===== config.mk =====
export PLATFORM = sky130hd
export DESIGN_NAME = rr_arbiter_n
export DESIGN_NICKNAME = d
export VERILOG_FILES = /design/src/rtl/rr_arbiter_n.sv
export SDC_FILE = /design/constraint.sdc
export NUM_CORES = 1
export LEC_CHECK = 0
export CAP_MARGIN = 20
export CORE_MARGIN = 2
export CORE_UTILIZATION = 40
export CTS_CLUSTER_DIAMETER = 50
export DETAILED_ROUTE_END_ITERATION = 10
export GPL_TIMING_DRIVEN = 0
export PLACE_DENSITY = 0.86
export SLEW_MARGIN = 20
export SYNTH_ARGS = -nofsm -noshare
export SYNTH_HDL_FRONTEND = slang
export SYNTH_SLANG_ARGS = --single-unit

===== constraint.sdc =====
create_clock -name clk -period 4.01 [get_ports clk]
set_clock_uncertainty 0.05 [all_clocks]
set_input_delay 0.401 -clock clk [delete_from_list [all_inputs] [get_ports clk]]
set_output_delay 0.401 -clock clk [all_outputs]
set_load 0.01 [all_outputs]

===== src/rtl/rr_arbiter_n.sv =====
// rr_arbiter_n: round-robin arbitrating merge of SIZE valid/ready input
// channels into one registered output slot. Each cycle one requester is
// granted in rotating priority order. The winning payload and its channel
// number are captured into a one-entry output buffer.
module rr_arbiter_n #(
    parameter int SIZE        = 2,
    parameter int DATA_WIDTH  = 32,
    parameter int INDEX_WIDTH = 1
) (
    input  logic                         clk,
    input  logic                         rst,
    input  logic [SIZE*DATA_WIDTH-1:0]   ins,
    input  logic [SIZE-1:0]              ins_valid,
    output logic [SIZE-1:0]              ins_ready,
    output logic [DATA_WIDTH-1:0]        outs,
    output logic                         outs_valid,
    input  logic                         outs_ready,
    output logic [INDEX_WIDTH-1:0]       index
);

    // Highest-priority channel for the next arbitration.
    logic [INDEX_WIDTH-1:0] ptr;

    logic                   any_req;
    logic                   slot_free;
    logic                   load;
    logic [SIZE-1:0]        prio_mask;
    logic [SIZE-1:0]        req_hi;
    logic [INDEX_WIDTH-1:0] grant;
    logic [INDEX_WIDTH-1:0] ptr_next;
    logic [DATA_WIDTH-1:0]  grant_data;

    // Lowest-numbered set bit of a request vector; zero when none is set.
    function automatic logic [INDEX_WIDTH-1:0] lowest_set(input logic [SIZE-1:0] vec);
        logic [INDEX_WIDTH-1:0] idx;
        idx = '0;
        for (int i = SIZE - 1; i >= 0; i--) begin
            if (vec[i]) idx = INDEX_WIDTH'(i);
        end
        return idx;
    endfunction

    assign any_req   = |ins_valid;
    assign slot_free = !outs_valid || outs_ready;
    assign load      = any_req && slot_free;

    // Thermometer mask selecting channels at or above the pointer.
    // NOTE: every signal driven in always_comb gets a default first so that no
    // path through the block leaves it unassigned and a latch is never inferred.
    always_comb begin
        prio_mask = '0;
        for (int i = 0; i < SIZE; i++) begin
            prio_mask[i] = (INDEX_WIDTH'(i) >= ptr);
        end
    end

    // Rotating priority: the lowest requester at/after ptr wins; if none, wrap
    // around and take the lowest requester below ptr.
    always_comb begin
        req_hi = ins_valid & prio_mask;
        grant  = (|req_hi) ? lowest_set(req_hi) : lowest_set(ins_valid);
    end

    // Pointer moves just past the winner, wrapping from SIZE-1 back to 0.
    always_comb begin
        ptr_next = grant + INDEX_WIDTH'(1);
        if (grant == INDEX_WIDTH'(SIZE - 1)) ptr_next = '0;
    end

    // Payload of the granted channel.
    always_comb begin
        grant_data = '0;
        for (int i = 0; i < SIZE; i++) begin
            if (grant == INDEX_WIDTH'(i)) grant_data = ins[i*DATA_WIDTH +: DATA_WIDTH];
        end
    end

    // One-hot ready toward the winner, only when the slot can take a token.
    always_comb begin
        ins_ready = '0;
        for (int i = 0; i < SIZE; i++) begin
            ins_ready[i] = load && (grant == INDEX_WIDTH'(i));
        end
    end

    // Output slot and pointer: load the winner, or drain when nothing competes.
    // NOTE: sequential state uses non-blocking assignments so every flop samples
    // pre-edge values regardless of statement order.
    // NOTE: the slot payload is reset as well, since a cleared outs/index is
    // observable after reset rather than a don't-care storage array.
    always_ff @(posedge clk or negedge rst) begin
        if (!rst) begin
            ptr        <= '0;
            outs       <= '0;
            index      <= '0;
            outs_valid <= 1'b0;
        end else if (load) begin
            outs       <= grant_data;
            index      <= grant;
            outs_valid <= 1'b1;
            ptr        <= ptr_next;
        end else if (outs_ready) begin
            outs_valid <= 1'b0;
        end
    end

endmodule


==> After elaboration in Yosys (flattened, before gate mapping) <==
Index checks and enable logic that the tools add are counted.
{ "classes": {"addsub": 1, "magnitude_cmp": 2, "n_mux": 9, "bitwise": 2, "n_reduce_logical": 8} }
{ "ops": {"columns": ["operator", "count"], "rows": [
  ["32-bit 2-to-1 mux", 1],
  ["1-bit 2-to-1 mux", 8],
  ["2-bit OR reduction", 2],
  ["1-bit logical AND", 3],
  ["2-bit AND", 1],
  ["1-bit greater-or-equal comparator, first input constant", 2],
  ["2-bit nonzero test", 1],
  ["1-bit adder, second input constant", 1],
  ["1-bit logical NOT", 1],
  ["1-bit logical OR", 1],
  ["1-bit inverter", 1]
]} }
{ "totals": {"reg_bits": 35, "word_cells": 26} }

==> Depth between registers and ports, before layout <==
Gate-level depths: netlist of the first run.
{ "logic_depth": {"ltp_word": 7, "depth_mapped": 5} }

==> Worst setup path before layout of the first run <==
OpenSTA, ideal clock, no wires.
{ "synth_timing": {"path_type": "register -> output", "start": "register outs_valid", "end": "output ins_ready[0]", "t_arrival_ps": 1176, "required_ps": 3559, "setup_slack_ps": 2383, "path_stages_with_launch": 5, "n_path_buf": 2, "path_cell_list": "dfrtp_1 -> nor2b_4 -> buf_6 -> a211oi_4 -> buf_6"} }
{ "synth_via": {"elab_chain_len": 4} }
{ "synth_rtl": {"columns": ["item", "line_no", "text"], "rows": [
  ["start, declared", "16", "output logic outs_valid,"],
  ["start signal, assigned", "96", "outs_valid <= 1'b0;"],
  ["start signal, assigned", "100", "outs_valid <= 1'b1;"],
  ["start signal, assigned", "103", "outs_valid <= 1'b0;"],
  ["1-bit logical NOT", "44", "assign slot_free = !outs_valid || outs_ready;"],
  ["1-bit logical OR", "44", null],
  ["1-bit logical AND", "45", "assign load = any_req && slot_free;"],
  ["1-bit logical AND", "82", "ins_ready[i] = load && (grant == INDEX_WIDTH'(i));"],
  ["end, declared", "14", "output logic [SIZE-1:0] ins_ready,"]
]} }
Every way passes these cells.

==> Worst setup path in the final report of the first run <==
{ "layout_timing": {"start": "input outs_ready", "end": "output ins_ready[0]"} }
{ "layout_via": {"elab_chain_len": 3} }
{ "layout_rtl": {"columns": ["item", "line_no", "text"], "rows": [
  ["start, declared", "17", "input logic outs_ready,"],
  ["1-bit logical OR", "44", null],
  ["1-bit logical AND", "45", null],
  ["1-bit logical AND", "82", null]
]} }
Every way passes these cells.

==> Flow_metrics.wiki, run 1 <==
{| class="wikitable"
! Metric !! Value
|-
| Cell type contributing the most total cell area after synthesis || sky130_fd_sc_hd__dfrtp_1
|-
| GRT Max-Usage Layer || met2
|-
| Final number of hold-violating endpoints || 0
|-
| Number of distinct standard cells referenced by the synthesized netlist || 17
|-
| Power density cells || 372 nW/um^2
|-
| Cell types occupying the most area after synthesis || sky130_fd_sc_hd__dfrtp_1 52%, sky130_fd_sc_hd__a221o_1 14%, sky130_fd_sc_hd__nor3_1 9.4%, sky130_fd_sc_hd__nand2_1 7.1%, sky130_fd_sc_hd__a221o_2 5.3%
|-
| Crit path buf inv count || 4
|-
| Largest fanout of any net on the critical path || 10
|-
| TritonCTS Buffers || 5
|-
| Synthesized area per cell || 10.7 um^2
|-
| Number of nets produced by synthesis || 227
|-
| # Post-CTS Setup Buffers || 0
|-
| Worst Slack Setup Final || 1.34 ns
|-
| Complex-gate fraction of the synthesized area || 22.7%
|-
| Synth Area in Simple Gates || 18.6%
|-
| Family with the most delay on the worst path || buffers and inverters
|-
| Die width || 69.1 um
|-
| Synth top area share || 51.7%
|-
| Unrepaired setup endpoints after global routing || false
|-
| Number of antenna repair diodes || 0
|-
| Proportion of synthesized area in mux cells || 0%
|-
| Yosys reg bits || 35
|-
| Final global-route overflow total || 0
|-
| Maximum buffer depth of the clock tree || 2
|-
| Netlist area before placement || 1700 um^2
|-
| Slew at the pin closest to its max-slew limit || 0.421 ns
|-
| GRT Resource Usage Total || 24.0%
|-
| Grt met2 use || 38.4%
|-
| Final hold slack || 0.432 ns
|-
| Area taken by flip-flops and latches || 876 um^2
|-
| Launching instance or port of the critical path || outs_ready
|-
| Antenna violations before repair || 0
|-
| Standard-cell row count || 23
|-
| Warnings, synthesis || 0
|-
| Layout fillers || 304
|-
| Run status || complete, no violations
|-
| Kind of start point of the critical path || primary input
|-
| Largest family of logic cells by synthesized area || compound AO/OA/AOI/OAI gates
|-
| Max rail drop VDD || 0.210 mV
|-
| Worst Path Required || 3.56 ns
|-
| Cell internal pwr || 0.000792 W
|-
| Post-detailed-route count of antenna-violating nets || 0
|-
| Post-route clock period utilization || 66.7%
|-
| DIE HEIGHT || 69.1 um
|-
| Time the final worst path needs with I/O delays and setup || 2.67 ns
|-
| Switching portion of total power || 27.2%
|-
| Post-route setup TNS || 0 ns
|-
| # setup viols final || 0
|-
| Area grow syn2layout || 72.3%
|-
| Clock tree root buffer cell || sky130_fd_sc_hd__clkbuf_8
|-
| Core area || 4030 um^2
|-
| Max Transition Viols Final || 0
|-
| Met1 usage || 32.7%
|-
| Destination of the critical timing path || ins_ready[0]
|-
| Setup Slack @ Placement || 1.33 ns
|-
| Reg-to-reg critical path startpoint || outs_valid
|-
| Crit end category || primary output
|-
| Routed WL || 5.48 mm
|-
| Clock H-tree levels || 2
|-
| Combinational power share || 33.7%
|-
| Number of maximum-capacitance violations || 0
|-
| Cell count along the critical path || 6
|-
| Clock input transition at the sequential cells of the worst setup and hold paths || 0.07 ns
|-
| Slew margin rel. || 72.0%
|-
| Routed wire length per instance || 17.1 um
|-
| Share of total power in sequential cells || 40.6%
|-
| Internal reg-to-reg setup slack || 2.45 ns
|-
| Clock Latency Late Sink || 0.28 ns
|-
| Share of post-route cells with drive strength above 1 || 12.9%
|-
| Most common cell after layout, fill and taps aside || sky130_fd_sc_hd__clkdlybuf4s50_1
|-
| Detailed router's first-iteration violation count || 120
|-
| Clock tree from TritonCTS || done
|-
| Slowest cell on the critical path || sky130_fd_sc_hd__clkdlybuf4s50_1
|-
| Port Buf Inserts || 103
|-
| Floorplan die area || 4780 um^2
|-
| # nets final || 339
|-
| DR pass1 iterations || 4
|-
| Area of combinational cells with multiple inputs || 699 um^2
|-
| Stage delay of the slowest cell on the critical path || 0.54 ns
|-
| Sum of net half-perimeters after detailed placement || 4.05 mm
|-
| Cell count after synthesis || 158
|-
| Top-level port count || 105
|-
| Initial core utilization || 42.1%
|-
| CTS resizes || 0
|-
| Cells traversed along the worst timing path || clkdlybuf4s50_1 -> nor2b_4 -> buf_6 -> a211oi_4 -> buf_6 -> clkdlybuf4s50_1
|-
| Reg2reg end || outs[2]
|-
| Arrival time worst endpoint || 2.22 ns
|-
| Net switching power || 0.000296 W
|-
| Final RePlAce weighted congestion || 0.826
|-
| Total of hold buffers inserted after clock tree synthesis || 1
|-
| Category of the critical setup timing path || primary input to primary output
|-
| Sequential fraction of the synthesis area || 51.7%
|-
| XOR/XNOR share of the synthesized area || 0%
|-
| Number of DRC violations after detailed routing || 0
|-
| Hold WC Path Type || flip-flop to flip-flop
|-
| Maximum number of pins on one net before global-route repair || 24
|-
| Commonest cells after routing, fill and taps aside || 102 x sky130_fd_sc_hd__clkdlybuf4s50_1, 35 x sky130_fd_sc_hd__dfrtp_1, 32 x sky130_fd_sc_hd__nand2_1, 32 x sky130_fd_sc_hd__nor3_1, 24 x sky130_fd_sc_hd__a221o_1
|-
| Global-route wire length before repair || 9.26 mm
|-
| Vias in the first global route || 1,838
|-
| CTS sink count || 35
|-
| Highest Clock Rate || 0.374 GHz
|-
| Via count of the routed design || 1,749
|-
| Worst Reg2Reg Path Length in Cells || 5
|-
| Global Route met3 Usage || 6.43%
|-
| Leakage || 1.23 nW
|-
| Adder-Cell Fraction of Synth Area || 0%
|-
| Number of vias per cell || 5.45
|-
| Clock share of power || 25.6%
|}
## cell families after synthesis
family / count (synthesis)
simple gates: 68
flops: 35
buf+inv: 19
compound gates: 36
## per-layer routing
layer  up-vias  share of wire (%)
met1       840                 44
li1        819                  -
met2        83                 47
met5         -                  0
met3         7                8.3
met4         0                1.0
## worst min-delay path by stage
stage | from | endpoint | slack (ns) | cells past startpoint
floorplan | rst | index | 0.06 | 0
global placement | index | index | 0.42 | 1
detailed placement | rst | outs[3] | 0.28 | 1
CTS | index | index | 0.44 | 1
global route | outs[11] | outs[11] | 0.47 | 1
finish | index | index | 0.43 | 1
## sequential cells by signal, indices dropped and copies added (netlist names)
signal,flops
index,1
ptr,1
outs,32
outs_valid,1
## Yosys cell counts (all sizes together)
master / instances
nand2: 32
and2b: 1
nor3b: 1
nor3: 32
buf: 15
inv: 1
or3: 1
a211oi: 1
a21o: 2
nor2b: 1
dfrtp: 35
o21bai: 1
a221o: 32
clkbuf: 3
## area by class of cell
cell class,count,share of cell area [%]
repair buffers,105,36.4
multi-input cells,104,23.9
flip-flops and latches,35,30.0
well taps,50,2.14
inverters,1,0.128
clock buffers,8,3.43
plain buffers,18,3.98
## power by group through the flow
stage	combinational, W	clock [W]	sequential [W]
global placement	0.000358	0	0.000445
floorplan	0.000117	0	0.000473
global route	0.000391	0.000305	0.000449
finish	0.000367	0.000279	0.000442
CTS	0.000370	0.000288	0.000441
detailed placement	0.000365	0	0.000448
## metrics by stage
stage          power (W)  instances  utilization (%)  cell area [um^2]
2_1_floorplan   0.000590        158                -              1700
3_3_place_gp    0.000803        311             69.2              2790
3_5_place_dp    0.000813        312             69.8              2810
4_1_cts          0.00110        321             72.5              2920
5_1_grt          0.00115        321             72.5              2920
6_report         0.00109        321             72.5              2920
(Power assumes the default switching activity.)
==> inputs of run 2 (changes only) <==
--- a/config.mk
+++ b/config.mk
@@ -7,11 +7,11 @@
 export LEC_CHECK = 0
 export CAP_MARGIN = 20
 export CORE_MARGIN = 2
-export CORE_UTILIZATION = 40
+export CORE_UTILIZATION = 37
 export CTS_CLUSTER_DIAMETER = 50
 export DETAILED_ROUTE_END_ITERATION = 10
 export GPL_TIMING_DRIVEN = 0
-export PLACE_DENSITY = 0.86
+export PLACE_DENSITY = 0.81
 export SLEW_MARGIN = 20
 export SYNTH_ARGS = -nofsm -noshare
 export SYNTH_HDL_FRONTEND = slang
==> constraint.sdc (replaced) <==
create_clock -name clk -period 2.72 [get_ports clk]
set_clock_uncertainty 0.05 [all_clocks]
set_input_delay 0.272 -clock clk [delete_from_list [all_inputs] [get_ports clk]]
set_output_delay 0.272 -clock clk [all_outputs]
set_load 0.01 [all_outputs]
==> run 2 against run 1 <==
Core utilization fell by 6.2 points. Critical endpoint unchanged. Largest power group unchanged. Cell count rose by 0.62%. Clock-buffer cell count fell by 1. Global-route usage fell by 2.6 points. Highest routed layer unchanged.
==> Flow_metrics.wiki, run 2 (synthesized netlist as in run 1, its figures left out) <==
{| class="wikitable"
! Metric !! Value
|-
| Run status || complete, no violations
|-
| Clock H-tree levels || 2
|-
| Time the final worst path needs with I/O delays and setup || 2.45 ns
|-
| Category of the critical setup timing path || primary input to primary output
|-
| Stage delay of the slowest cell on the critical path || 0.54 ns
|-
| Initial core utilization || 38.7%
|-
| Final RePlAce weighted congestion || 0.786
|-
| Max rail drop VDD || 0.232 mV
|-
| Most common cell after layout, fill and taps aside || sky130_fd_sc_hd__clkdlybuf4s50_1
|-
| CTS resizes || 0
|-
| # nets final || 339
|-
| Unrepaired setup endpoints after global routing || false
|-
| Post-route clock period utilization || 90.1%
|-
| Vias in the first global route || 1,759
|-
| Slew margin rel. || 68.6%
|-
| Setup Slack @ Placement || 0.274 ns
|-
| Slew at the pin closest to its max-slew limit || 0.470 ns
|-
| Clock Latency Late Sink || 0.28 ns
|-
| Die width || 71.7 um
|-
| Max Transition Viols Final || 0
|-
| Largest fanout of any net on the critical path || 10
|-
| Area grow syn2layout || 71.4%
|-
| Standard-cell row count || 24
|-
| GRT Resource Usage Total || 21.4%
|-
| Arrival time worst endpoint || 2.13 ns
|-
| Floorplan die area || 5140 um^2
|-
| Number of DRC violations after detailed routing || 0
|-
| Port Buf Inserts || 103
|-
| Post-route setup TNS || 0 ns
|-
| Slowest cell on the critical path || sky130_fd_sc_hd__clkdlybuf4s50_1
|-
| Worst Slack Setup Final || 0.269 ns
|-
| # setup viols final || 0
|-
| Kind of start point of the critical path || primary input
|-
| Final global-route overflow total || 0
|-
| Power density cells || 533 nW/um^2
|-
| Highest Clock Rate || 0.408 GHz
|-
| Total of hold buffers inserted after clock tree synthesis || 1
|-
| Maximum number of pins on one net before global-route repair || 19
|-
| Via count of the routed design || 1,734
|-
| Number of vias per cell || 5.37
|-
| Detailed router's first-iteration violation count || 80
|-
| Leakage || 1.23 nW
|-
| Worst Path Required || 2.40 ns
|-
| Share of post-route cells with drive strength above 1 || 12.5%
|-
| Global-route wire length before repair || 8.51 mm
|-
| Crit path buf inv count || 4
|-
| DR pass1 iterations || 4
|-
| Antenna violations before repair || 0
|-
| Commonest cells after routing, fill and taps aside || 102 x sky130_fd_sc_hd__clkdlybuf4s50_1, 35 x sky130_fd_sc_hd__dfrtp_1, 32 x sky130_fd_sc_hd__nand2_1, 32 x sky130_fd_sc_hd__nor3_1, 24 x sky130_fd_sc_hd__a221o_1
|-
| Core area || 4380 um^2
|-
| Number of antenna repair diodes || 0
|-
| Top-level port count || 105
|-
| Sum of net half-perimeters after detailed placement || 3.97 mm
|-
| Clock tree root buffer cell || sky130_fd_sc_hd__clkbuf_8
|-
| TritonCTS Buffers || 5
|-
| Crit end category || primary output
|-
| Post-detailed-route count of antenna-violating nets || 0
|-
| Final number of hold-violating endpoints || 0
|-
| Area of combinational cells with multiple inputs || 699 um^2
|-
| Largest register by flop count || outs
|-
| # Post-CTS Setup Buffers || 0
|-
| Area taken by flip-flops and latches || 876 um^2
|-
| Maximum buffer depth of the clock tree || 2
|-
| Routed WL || 5.35 mm
|-
| Clock input transition at the sequential cells of the worst setup and hold paths || 0.07 ns
|-
| Post-layout utilization of the core || 66.3%
|-
| Cells traversed along the worst timing path || clkdlybuf4s50_1 -> nor2b_4 -> buf_6 -> a211oi_4 -> buf_6 -> clkdlybuf4s50_1
|-
| DIE HEIGHT || 71.7 um
|-
| Clock tree from TritonCTS || done
|-
| Reg-to-reg critical path startpoint || outs_valid
|-
| Number of maximum-capacitance violations || 0
|-
| Launching instance or port of the critical path || outs_ready
|-
| Flip-flop count of the largest register, all copies and words added || 32
|-
| Hold WC Path Type || primary input to async pin
|-
| Final Instance Count excl. Fillers || 323
|-
| Layout fillers || 358
|-
| Routed wire length per instance || 16.6 um
|-
| Total placed cells including tap cells || 314
|-
| Family with the most delay on the worst path || buffers and inverters
|-
| CTS sink count || 35
|}
[run 2: final timing paths]
check | slack, ns | to | depth (start not counted)
max | 0.27 | ins_ready[0] | 6
min | 0.42 | outs[30] | 2
max reg2reg | 1.17 | outs[14] | 5
min reg2reg | 0.43 | index | 1
max in group asynchronous | 1.75 | outs[26] | 3
min in group clk | 0.43 | index | 1
[run 2: worst register-to-register path: cells and delay by family, from the launching register on]
kind	cells	cell delay (ns)
buf+inv	2	0.34
compound gates	2	0.58
simple gates	1	0.13
flops	1	0.39
[run 2: where the power goes]
part           total, W  switching, W  internal, W  leakage (nW)
sequential     0.000655     0.0000512     0.000604         0.428
combinational  0.000534      0.000203     0.000331         0.755
clock          0.000360      0.000180     0.000180        0.0422
[run 2: stage by stage]
stage | area, um^2 | hold WS (ns) | total power [W]
after floorplan | 1700 | -0.0736 | 0.000870
after global placement | 2790 | 0.410 | 0.00118
after detailed placement | 2810 | 0.197 | 0.00120
after CTS | 2910 | 0.425 | 0.00156
after global routing | 2910 | 0.457 | 0.00162
final | 2910 | 0.421 | 0.00155
[run 2: final cells by class]
type                       count  area share [%]
clock buffer                   7            2.63
timing repair buffer         105            36.6
clock inverter                 1           0.172
multi-input combinational    104            24.1
inverter                       1           0.129
tap                           52            2.24
buffer                        18            4.01
sequential                    35            30.1
[run 2: routing by layer]
layer / global-route usage [%] / up-vias / wire (um)
li1: - / 820 / -
met1: 27.4 / 818 / 2240
met2: 36.4 / 88 / 2650
met3: 5.06 / 8 / 396
met4: 5.66 / 0 / 58
met5: 0 / - / 0
==> inputs of run 3 (changes only) <==
--- a/config.mk
+++ b/config.mk
@@ -9,6 +9,7 @@
 export CORE_MARGIN = 2
 export CORE_UTILIZATION = 37
 export CTS_CLUSTER_DIAMETER = 50
+export CTS_CLUSTER_SIZE = 16
 export DETAILED_ROUTE_END_ITERATION = 10
 export GPL_TIMING_DRIVEN = 0
 export PLACE_DENSITY = 0.81
==> results of run 3 <==
No change in the layout: final DEF, timing and power equal those of run 2.
